[src/rtl/fir_stream_ctrl.sv]
// Frame sequencer for the 4-tap Q1.7 FIR filter: feeds N samples, optionally drains the
// tail with zeros (FIR_CTRL_TAIL_FLUSH_EN), clears the delay line and registers the output.
module fir_stream_ctrl #(
  parameter int NB_DATA = 8,
  parameter int NB_LEN  = 16,
  parameter int N_TAPS  = 4
) (
  input  logic               clk,
  input  logic               i_srst,
  input  logic               i_start,
  input  logic [NB_LEN-1:0]  i_frame_len,
  output logic               o_busy,
  output logic               o_done,
  input  logic [NB_DATA-1:0] i_s_data,
  input  logic               i_s_valid,
  output logic               o_s_ready,
  output logic [NB_DATA-1:0] o_fir_data,
  output logic               o_fir_en,
  output logic               o_fir_srst,
  input  logic [NB_DATA-1:0] i_fir_data,
  output logic [NB_DATA-1:0] o_m_data,
  output logic               o_m_valid,
  output logic               o_m_last,
  input  logic               i_m_ready
);

  if (N_TAPS < 2) begin : g_taps_chk
    $error("fir_stream_ctrl: N_TAPS must be at least 2");
  end

`ifdef FIR_CTRL_TAIL_FLUSH_EN
  typedef enum logic [1:0] {CLEAR, IDLE, RUN, FLUSH} state_t;
  localparam int NB_FLUSH  = (N_TAPS > 2) ? $clog2(N_TAPS) : 1;
  localparam int FLUSH_LEN = N_TAPS - 1;
  logic [NB_FLUSH-1:0] flush_q, flush_d;
`else
  typedef enum logic [1:0] {CLEAR, IDLE, RUN} state_t;
`endif

  state_t              state_q, state_d;
  logic [NB_LEN-1:0]   rem_q, rem_d;
  logic                done_q, done_d;
  logic [NB_DATA-1:0]  m_data_q;
  logic                m_valid_q, m_last_q;
  logic                space, fire, last_fire;

  // A fire is only ever issued when the output register can take the result.
  always_comb begin
    space      = !m_valid_q | i_m_ready;
    state_d    = state_q;
    rem_d      = rem_q;
    done_d     = 1'b0;
    fire       = 1'b0;
    last_fire  = 1'b0;
    o_s_ready  = 1'b0;
    o_fir_data = '0;
`ifdef FIR_CTRL_TAIL_FLUSH_EN
    flush_d    = flush_q;
`endif
    case (state_q)
      CLEAR: state_d = IDLE;
      IDLE: begin
        if (i_start) begin
          rem_d = i_frame_len;
          if (i_frame_len == '0) begin
            state_d = CLEAR;
            done_d  = 1'b1;
          end else begin
            state_d = RUN;
          end
        end
      end
      RUN: begin
        o_s_ready  = space;
        o_fir_data = i_s_data;
        fire       = i_s_valid & space;
        if (fire) begin
          rem_d = rem_q - NB_LEN'(1);
          if (rem_q == NB_LEN'(1)) begin
`ifdef FIR_CTRL_TAIL_FLUSH_EN
            state_d = FLUSH;
            flush_d = NB_FLUSH'(FLUSH_LEN);
`else
            state_d   = CLEAR;
            done_d    = 1'b1;
            last_fire = 1'b1;
`endif
          end
        end
      end
`ifdef FIR_CTRL_TAIL_FLUSH_EN
      FLUSH: begin
        fire = space;
        if (fire) begin
          flush_d = flush_q - NB_FLUSH'(1);
          if (flush_q == NB_FLUSH'(1)) begin
            state_d   = CLEAR;
            done_d    = 1'b1;
            last_fire = 1'b1;
          end
        end
      end
`endif
      default: state_d = CLEAR;
    endcase
  end

  // Reset lands in CLEAR so the filter delay line is wiped after any abandoned frame.
  always_ff @(posedge clk or posedge i_srst) begin
    if (i_srst) begin
      state_q   <= CLEAR;
      rem_q     <= '0;
      done_q    <= 1'b0;
      m_data_q  <= '0;
      m_valid_q <= 1'b0;
      m_last_q  <= 1'b0;
`ifdef FIR_CTRL_TAIL_FLUSH_EN
      flush_q   <= '0;
`endif
    end else begin
      state_q <= state_d;
      rem_q   <= rem_d;
      done_q  <= done_d;
`ifdef FIR_CTRL_TAIL_FLUSH_EN
      flush_q <= flush_d;
`endif
      if (fire) begin
        m_data_q  <= i_fir_data;
        m_valid_q <= 1'b1;
        m_last_q  <= last_fire;
      end else if (i_m_ready) begin
        m_valid_q <= 1'b0;
        m_last_q  <= 1'b0;
      end
    end
  end

  assign o_fir_en   = fire;
  assign o_fir_srst = (state_q == CLEAR);
  assign o_busy     = (state_q != IDLE);
  assign o_done     = done_q;
  assign o_m_data   = m_data_q;
  assign o_m_valid  = m_valid_q;
  assign o_m_last   = m_last_q;

endmodule
[config.mk]
export PLATFORM = sky130hd
export DESIGN_NAME = fir_stream_ctrl
export DESIGN_NICKNAME = d
export VERILOG_FILES = /design/src/rtl/fir_stream_ctrl.sv
export SDC_FILE = /design/constraint.sdc
export NUM_CORES = 1
export LEC_CHECK = 0
export CAP_MARGIN = 0
export CORE_UTILIZATION = 45
export CTS_CLUSTER_SIZE = 30
export DETAILED_ROUTE_END_ITERATION = 6
export PLACE_DENSITY_LB_ADDON = 0.05
export SETUP_SLACK_MARGIN = 0.4
export SYNTH_ARGS = -nofsm -noshare
export SYNTH_HDL_FRONTEND = slang
export SYNTH_SLANG_ARGS = --single-unit
[constraint.sdc]
create_clock -name clk -period 2.48 [get_ports clk]
set_clock_uncertainty 0.1 [all_clocks]
set_input_delay 0.372 -clock clk [delete_from_list [all_inputs] [get_ports clk]]
set_output_delay 0.372 -clock clk [all_outputs]
set_load 0.01 [all_outputs]
* After elaboration in Yosys (flattened, before gate mapping)
Index checks and enable logic that the tools add are counted.
** Storage, ports and cells
- Bits in registers :: 29
- Input port bits :: 37
- Output and inout bits :: 23
- Logic and storage cells :: 43
** Operators by class
- Add/sub/neg operators :: 1
- Equality and inequality tests :: 7
- Mux-type cells :: 20
- Bitwise gates (word level) :: 2
- Reduce and logical (&&, ||, !) cells :: 7
** Operators by type and width (number)
- 16-bit 2-to-1 mux :: 2
- 16-bit one-hot mux with 2 select lines :: 1
- 16-bit by 1-bit equality test with 1-bit output (second input constant) :: 1
- 16-bit zero test :: 1
- 16-bit by 1-bit subtractor with 16-bit output (second input constant) :: 1
- 1-bit 2-to-1 mux :: 10
- 2-bit 2-to-1 mux :: 4
- 8-bit 2-to-1 mux :: 1
- 2-bit inequality test (second input constant) :: 3
- 2-bit one-hot mux with 3 select lines :: 1
- 3-bit AND reduction :: 2
- 2-bit nonzero test :: 2
- 2-bit by 1-bit equality test with 1-bit output (second input constant) :: 1
- 2-bit equality test (second input constant) :: 1
- 2-bit zero test :: 1
- 2-bit by 1-bit inequality test with 1-bit output (second input constant) :: 1
- 1-bit one-hot mux with 2 select lines :: 1
- 1-bit bitwise AND :: 1
- 1-bit zero test :: 1
- 1-bit OR :: 1

* Logic depth before layout (Yosys ltp)
Gate-level depths: netlist of the first run.
- Word-level depth :: 6
- Depth in mapped cells :: 10
- Gate-level depth less buffers :: 8

* Worst setup path before layout of the first run
No wires, ideal clock.
- Kind :: register to register
- From :: register state_q[0]
- To :: register rem_q[6]
- Library setup time :: 0.125 ns
- Data arrival time :: 1.867 ns
- Data required time :: 2.255 ns
- Setup slack :: 0.388 ns
- Cell stages (with the launch flop) :: 11
- Path buffers :: 2
- Clock period less this slack :: 2.092 ns
- Cells stage by stage :: dfrtp_1 inv_1 ha_1 clkbuf_1 and2_1 nand2_1 inv_1 o21ai_1 buf_2 a21oi_1 a2bb2oi_1
** On the way
- Word-level cells in the longest chain between the ends :: 3
- Elaborated cells on any way between the ends :: 7
- Those cells by class :: eq/ne: 4; mux: 1; reduce/logical: 2
** RTL lines
- from (decl) :: line 40 : state_t state_q, state_d;
- from (signal assigned) :: line 121 : state_q <= state_d;
- 2-bit equality test or 2-bit by 1-bit equality test with 1-bit output (tied branches) :: line 60 : case (state_q)
- 2-bit inequality test (no source line) or 2-bit nonzero test (tied branches)
- 3-bit AND reduction (no source line)
- to (signal assigned) :: line 122 : rem_q <= rem_d;
- to (decl) :: line 41 : logic [NB_LEN-1:0] rem_q, rem_d;
Several ways; a longest one is shown, not always the timed one.
A chain may end at the register's enable or synchronous reset.

* Worst setup path in the final report of the first run
- From :: input i_m_ready
- To :: output o_fir_en
** On the way
- Word-level cells in the longest chain between the ends :: 3
** RTL lines
- from (decl) :: line 24 : input logic i_m_ready
- 1-bit OR :: line 49 : space = !m_valid_q | i_m_ready;
- 1-bit bitwise AND :: line 76 : fire = i_s_valid & space;
- 1-bit 2-to-1 mux :: line 60
- to (decl) :: line 18 : output logic o_fir_en,
No other way between the ends.

==> results of run 1 <==
-- Yosys cell counts --
cell | number | area [um^2]
clkbuf_1 | 7 | 26.3
a221oi_1 | 1 | 8.76
nand2_1 | 41 | 154
nor2b_1 | 1 | 6.26
nand4_1 | 3 | 18.8
nor3_1 | 5 | 25.0
buf_2 | 2 | 10.0
or2_2 | 2 | 12.5
nor4_1 | 7 | 43.8
buf_1 | 1 | 3.75
a22oi_1 | 1 | 7.51
and2_1 | 10 | 62.6
o311a_1 | 1 | 10.0
o32ai_1 | 2 | 17.5
o221ai_1 | 1 | 8.76
or4_1 | 1 | 7.51
a41oi_1 | 1 | 8.76
a21oi_1 | 11 | 55.1
o22a_1 | 5 | 43.8
nand3_1 | 6 | 30.0
o21ai_1 | 3 | 15.0
nor2_1 | 14 | 52.6
and2_0 | 1 | 6.26
a31oi_1 | 3 | 18.8
or3_1 | 1 | 6.26
o311ai_0 | 2 | 17.5
dfrtp_1 | 29 | 726
o21a_1 | 4 | 30.0
o22ai_1 | 4 | 25.0
inv_1 | 10 | 37.5
o21ai_0 | 10 | 50.1
o41a_1 | 1 | 11.3
a311o_1 | 1 | 10.0
ha_1 | 5 | 62.6
nand2b_1 | 2 | 12.5
a2bb2oi_1 | 2 | 17.5
mux2i_1 | 1 | 10.0
or3_4 | 1 | 11.3
-- power by group through the flow --
stage / Sequential [mW] / Combinational [mW] / Clock (mW)
detailed placement: 0.880 / 1.33 / 0
global placement: 0.873 / 1.30 / 0
finish: 0.900 / 1.41 / 0.504
global route: 0.928 / 1.56 / 0.533
CTS: 0.872 / 1.33 / 0.510
floorplan: 0.872 / 0.787 / 0
-- logic make-up after synthesis --
family,Yosys count,synth area share (%)
AO/OA/AOI/OAI,53,21.1
multiplexers,1,0.596
buffers and inverters,20,4.62
adder cells (fa/ha/maj),5,3.72
AND/OR/NAND/NOR,95,26.7
flip-flops,29,43.2
-- critical path, delay by kind of cell --
family	cells	cell delay, ps
and+or+nand+nor	3	370
buffers and inverters	3	840
-- flip-flops by register name, indices dropped and copies added, names as in the netlist --
| name | cells |
|---|---|
| o_done | 1 |
| o_m_data | 8 |
| o_m_last | 1 |
| o_m_valid | 1 |
| rem_q | 16 |
| state_q | 2 |
-- routing by layer --
layer / track usage (%) / wire (um)
met2: 39.0 / 2120
met4: 8.14 / 56
met5: 0 / 0
met1: 29.9 / 1950
met3: 5.07 / 358
-- placed cells by master, fill, tap and decap left out, types with 5 or more instances in the layout --
cell / n
clkbuf_8: 6
buf_4: 14
clkdlybuf4s50_1: 48
a21oi_1: 11
inv_1: 8
dlygate4sd2_1: 10
dfrtp_1: 28
nor4_1: 5
and2_1: 10
o21ai_0: 10
nor2_1: 14
ha_1: 5
nand2_1: 40
nand3_1: 6
o22a_1: 5
-- what timing repair did --
action                                  CTS  global route
buffers inserted                          1             4
gates resized for setup                  12            10
endpoints found under the setup margin   16            18
hold buffers                              0             0
hold endpoints to repair                  0             0
pin swaps                                 3             1
cloned                                    0             1
-- area by class of cell --
type | instances | share of cell area [%]
multi-input cells | 154 | 35.8
well taps | 46 | 2.24
inverters | 10 | 1.61
repair buffers | 74 | 27.2
clock buffers | 7 | 3.37
clock inverters | 1 | 1.17
flip-flops and latches | 29 | 28.3
repair inverters | 1 | 0.293
-- final timing paths --
check / end
setup / recovery: o_fir_en
hold / removal: rem_q[10]
setup reg to reg: state_q[1]
hold reg to reg: o_m_data[3]
max in group asynchronous: rem_q[5]
min in group clk: o_m_data[3]
-- per-stage QoR --
step / cell area [um^2] / instances / total power [mW] / hold WS, ps / worst slack [ps]
after floorplan: 1680 / 203 / 1.66 / 350 / 468
after global placement: 2370 / 308 / 2.17 / 359 / 114
after detailed placement: 2370 / 308 / 2.21 / 365 / 81.0
after CTS: 2490 / 317 / 2.71 / 379 / 358
after global routing: 2560 / 322 / 3.02 / 391 / 315
final: 2560 / 322 / 2.81 / 373 / 425
==> results.py, run 1 <==
metrics = {
    "synth": {
        "synth_seq_area_share_pct": 43.2,
        "avgSynthCellArea_um2": 8.28,
        "synth_seq_cells": 29,
        "syn_area_um2": 1680,
        "synth_cells": 203,
        "synth_cell_types": 38,
        "yosys_warnings": 0,
        "synth_nets": 245,
    },
    "clocking": {
        "clockBufferDepth": 2,
        "cts_made_buffers": 5,
        "h-tree-depth": 2,
        "cts_sinks": 29,
        "cts_tree": "yes",
        "cts.clk_slew.worst_paths_ps": 60,
        "cts_root_buf": "clkbuf_8",
        "insertion_delay_ps": 280,
    },
    "routing": {
        "drc_errors": 0,
        "drt_first_pass_iters": 4,
        "drt-total-wl_um": 4480,
        "drt-wirelength-per-cell_um": 13.9,
        "drtIter0Drc": 89,
        "avgViaCountPerCell": 5.53,
        "num_vias": 1782,
        "drt.antenna.violating_nets": 0,
    },
    "sta": {
        "drv_slew": 0,
        "grt_setup_unrepaired": "true",
        "setup_tns_ps": 0,
        "hold_viol": 0,
        "min_period_ps": 2060,
        "fmax_mhz": 487,
        "finalSetupViolations": 0,
        "finalCritPeriodShare_pct": 82.9,
        "relSlewSlack_pct": 68.0,
        "worst_pin_slew_ps": 476,
    },
    "critical_path": {
        "r2r_start": "rem_q[10]",
        "cp_slowest_cell": "clkdlybuf4s50_1",
        "r2r_cells": 5,
        "crit_start": "i_m_ready",
        "regToRegSetupSlack_ps": 440,
        "cp_max_fo": 6,
        "arrival_ps": 1580,
        "crit_type": "in -> out",
        "cp-end-kind": "primary output",
        "crit_chain": "clkdlybuf4s50_1 -> nand2b_1 -> and2_1 -> nand2_2 -> inv_2 -> dlygate4sd2_1",
        "max_stage_delay_ps": 470,
        "start_kind": "input pin",
        "required_ps": 2010,
    },
    "global_route": {
        "grt_pass1_wl_um": 7320,
        "overflow": 0,
        "antenna_found_initial": 0,
        "grt_pass1_vias": 1657,
        "grt_util_all_layers_pct": 23.5,
        "grt_max_degree": 32,
    },
    "floorplan": {
        "die_height_um": 63.1,
        "num_rows": 21,
        "initial_core_util_pct": 48.4,
        "core_area_um2": 3470,
        "ioPinCount": 60,
        "die-area_um2": 3980,
        "fp.dieW_um": 63.1,
    },
    "pwr": {
        "peakVddDrop_uv": 629,
        "intPower_mw": 1.72,
        "switchingPower_mw": 1.10,
        "pwr-share-clk_pct": 17.9,
        "p_leak_nw": 1.11,
        "seqPwrFrac_pct": 32.0,
        "swShare_pct": 39.0,
        "power.density_nw_per_um2": 1100,
        "combPwrFrac_pct": 50.1,
    },
    "place": {
        "port_buffers": 59,
        "dp_hpwl_um": 3230,
        "gp_congestion": 0.861,
    },
    "layout": {
        "diodes": 0,
        "drive_above_1_share_pct": 12.3,
        "ff_latch_area_um2": 727,
        "final_util_pct": 74.0,
        "syn_to_final_growth_pct": 52.6,
        "multi_input_area_um2": 918,
        "final_nets": 317,
        "fill_cells": 278,
    },
    "status": {
        "status": "complete, no violations",
    },
    "job": {
        "max-cap-violations": 0,
    },
    "hold_path": {
        "hp-class": "in -> async",
    },
}
Note: power is estimated with default switching activity, not from simulation.
==> run 2: changes to the inputs <==
Clock period 2.48 ns to 2.05 ns, I/O delays scaled along.
==> run 2 against run 1 <==
Compared with the run above: the flow now stops in global routing (5_1_grt); synthesized cell count stayed put; area after synthesis stayed put.
==> results.py, run 2 <==
metrics = {
    "status": {
        "status": "did not finish",
        "haltStage": "global routing (5_1_grt)",
        "toolErrorMsg": "[ERROR DPL-0033] detailed placement checks failed during check placement.",
    },
    "global_route": {
        "antenna_found_initial": 0,
        "grt_max_degree": 30,
    },
    "clocking": {
        "cts_root_buf": "clkbuf_8",
        "hold_buffers": 0,
        "h-tree-depth": 2,
        "clockBufferDepth": 2,
        "cts_made_buffers": 5,
        "cts_sinks": 29,
    },
    "synth": {
        "yosys_warnings": 0,
        "synth_seq_area_share_pct": 43.2,
        "synth_nets": 245,
        "avgSynthCellArea_um2": 8.28,
        "postSynth.asyncResetShare_pct": 100,
        "synth_cells": 203,
        "synth_seq_cells": 29,
        "yosys-top-cells-count": "nand2_1, dfrtp_1, nor2_1",
        "synth_cell_types": 38,
        "synth_edf_count": 0,
        "syn_area_um2": 1680,
        "synth_area_leaders": "dfrtp_1, nand2_1, and2_1",
        "yosysTopAreaCellShare_pct": 43.2,
        "synth_most_common_cell": "nand2_1",
        "yosys.area.top_type": "dfrtp_1",
        "synthFlopType": "dfrtp_1",
    },
    "floorplan": {
        "initial_core_util_pct": 48.4,
        "num_rows": 21,
        "ioPinCount": 60,
        "die_height_um": 63.1,
        "fp.dieW_um": 63.1,
    },
    "place": {
        "port_buffers": 59,
        "gp_congestion": 0.862,
        "dp_hpwl_um": 3490,
        "dp_cells": 321,
        "place_ws_ps": -102,
    },
    "sta": {
        "worstEndpointType": "register data pin",
        "repair-timing-grt-worst-ep": "state_q[1]$_DFFE_PP0P_/D",
    },
}
## run 2: kinds of logic after synthesis
group           synth area share, %
buf+inv                        4.62
compound gates                 21.1
fa+ha+maj                      3.72
simple gates                   26.7
mux                           0.596
flops                          43.2
## run 2: repair_timing
action | CTS
cloned | 5
buffers inserted | 18
pin swaps | 21
endpoints found under the setup margin | 31
resized for setup | 93
## run 2: through the flow
step	instance area [um^2]	hold slack, ps	TNS (ps)
after floorplan	1760	286	0
after global placement	2540	357	-66.9
after detailed placement	2540	364	-200
after CTS	3070	307	0
==> run 3: changes to the inputs <==
Settings changed: CORE_UTILIZATION 45 to 35, CTS_CLUSTER_SIZE 30 to not set, PLACE_DENSITY_LB_ADDON 0.05 to 0.15, SETUP_SLACK_MARGIN 0.4 to not set.
==> run 3 against run 2 <==
Compared with the run above: the flow now finishes, with violations (design-rule violations).
==> results.py, run 3 (synthesis results as in run 1) <==
metrics = {
    "pwr": {
        "switchingPower_mw": 1.33,
        "power.density_nw_per_um2": 1270,
        "intPower_mw": 2.05,
        "seqPwrFrac_pct": 30.4,
        "power_mw": 3.38,
        "swShare_pct": 39.4,
        "combPwrFrac_pct": 56.3,
        "p_leak_nw": 1.17,
        "peakVddDrop_uv": 639,
        "pwr-share-clk_pct": 13.3,
    },
    "clocking": {
        "h-tree-depth": 2,
        "cts_tree": "yes",
        "cts_sinks": 29,
        "clockBufferDepth": 2,
        "insertion_delay_ps": 280,
        "cts_root_buf": "clkbuf_8",
        "cts.clk_slew.worst_paths_ps": 60,
        "cts_made_buffers": 5,
    },
    "floorplan": {
        "fp.dieW_um": 71.3,
        "initial_core_util_pct": 37.6,
        "core_area_um2": 4470,
        "die-area_um2": 5080,
        "num_rows": 24,
        "ioPinCount": 60,
        "die_height_um": 71.3,
    },
    "layout": {
        "final_nets": 332,
        "final_common_cell": "clkdlybuf4s50_1",
        "top_register": "rem_q",
        "final_util_pct": 59.4,
        "drive_above_1_share_pct": 17.2,
        "syn_to_final_growth_pct": 58.2,
        "mostFrequentLayoutCells": "clkdlybuf4s50_1, nand2_1, dfrtp_1",
        "largest_register_ffs": 16,
        "diodes": 0,
        "postLayoutCellArea_um2": 2660,
    },
    "sta": {
        "fmax_mhz": 512,
        "drv_slew": 0,
        "relSlewSlack_pct": 74.6,
        "grt_setup_unrepaired": "true",
        "worst_pin_slew_ps": 378,
        "hold_viol": 0,
        "finalCritPeriodShare_pct": 95.4,
        "min_period_ps": 1950,
        "worst_slack_ps": 95.1,
        "finalSetupViolations": 0,
    },
    "routing": {
        "drt-total-wl_um": 4720,
        "drtIter0Drc": 106,
        "num_vias": 1808,
        "drt_first_pass_iters": 6,
        "drt-wirelength-per-cell_um": 13.8,
        "drc_errors": 6,
        "avgViaCountPerCell": 5.27,
        "drt.antenna.violating_nets": 0,
    },
    "status": {
        "status": "finished with violations",
        "violations": "design-rule violations",
    },
    "place": {
        "dp_hpwl_um": 3530,
        "place_ws_ps": -177,
        "port_buffers": 59,
        "gp_congestion": 0.748,
        "placed_area_um2": 2520,
    },
    "critical_path": {
        "regToRegSetupSlack_ps": 100,
        "r2r_start": "state_q[0]",
        "cp-end-kind": "flip-flop",
        "arrival_ps": 2020,
        "cp_max_fo": 9,
        "start_kind": "flip-flop",
        "worstSetupEndpoint": "rem_q[0]",
        "required_ps": 2120,
        "cp_common_cell": "buf_4",
        "max_stage_delay_ps": 390,
        "crit_start": "state_q[0]",
        "crit_type": "reg -> reg",
        "r2r_cells": 9,
        "regToRegEndpoint": "rem_q[0]",
        "crit_chain": "inv_1 -> ha_2 -> buf_6 -> buf_4 -> nor2_1 -> o21ai_2 -> buf_4 -> nor3_1 -> a311o_1",
        "cp_slowest_cell": "dfrtp_1",
    },
    "global_route": {
        "grt_pass1_wl_um": 7690,
        "antenna_found_initial": 0,
        "busiest_layer": "met2",
        "overflow": 0,
        "grt_max_degree": 30,
        "grt_util_all_layers_pct": 19.8,
        "grt_pass1_vias": 1686,
        "met2_usage_pct": 33.4,
        "gr-usage-met1_pct": 24.7,
        "grt.met3_usage_pct": 5.77,
    },
    "job": {
        "max-cap-violations": 0,
    },
    "hold_path": {
        "hp-class": "in -> async",
    },
}
==> run 3: through the flow <==
step                cells  TNS (ps)  hold WS (ps)
finish                343         0           298
global route          343     -24.7           339
CTS                   342      -147           308
detailed placement    333      -838           363
global placement      333      -587           358
floorplan             203         0           286
==> run 3: per-layer routing <==
layer  vias up  share of wire (%)
met1       853                 44
li1        901                  -
met3         7                4.9
met2        47                 50
met4         0                1.2
met5         -                  0
==> run 3: worst min-delay path by stage <==
| stage | to | slack, ps | depth (start not counted) | startpoint |
|---|---|---|---|---|
| after global placement | o_m_data[7] | 360 | 2 | o_m_data[7] |
| after floorplan | o_done | 290 | 1 | i_srst |
| final | rem_q[11] | 300 | 3 | i_srst |
| after detailed placement | o_m_data[5] | 360 | 2 | o_m_data[5] |
| after global routing | rem_q[11] | 340 | 3 | i_srst |
| after CTS | rem_q[7] | 310 | 3 | i_srst |
==> run 3: cell type report <==
type	instances	area, um^2
tap	52	65.1
clock buffer	8	80.1
sequential	29	726
multi-input combinational	154	921
fill	426	1820
inverter	10	41.3
timing repair inverter	1	7.51
timing repair buffer	89	818
==> run 3: worst max-delay path: cells and delay by family, from the launching register on <==
family,cells,cell delay [ps]
AO/OA/AOI/OAI,2,450
AND/OR/NAND/NOR,2,140
buffers and inverters,4,560
flip-flops,1,390
adder cells (fa/ha/maj),1,200
==> run 3: power by group through the flow <==
stage	logic [mW]	registers (mW)	clock network [mW]
3_5_place_dp	1.83	1.02	0
6_report	1.90	1.03	0.451
3_3_place_gp	1.80	1.01	0
2_1_floorplan	0.952	1.05	0
4_1_cts	1.84	1.01	0.464
5_1_grt	2.10	1.06	0.501
==> run 3: what timing repair did <==
| action | CTS | global route |
|---|---|---|
| pin swaps | 0 | 3 |
| gates resized for setup | 14 | 16 |
| setup buffers | 1 | 0 |
| cloned | 0 | 1 |
| endpoints found under the setup margin | 11 | 16 |
| hold buffers | 0 | 0 |
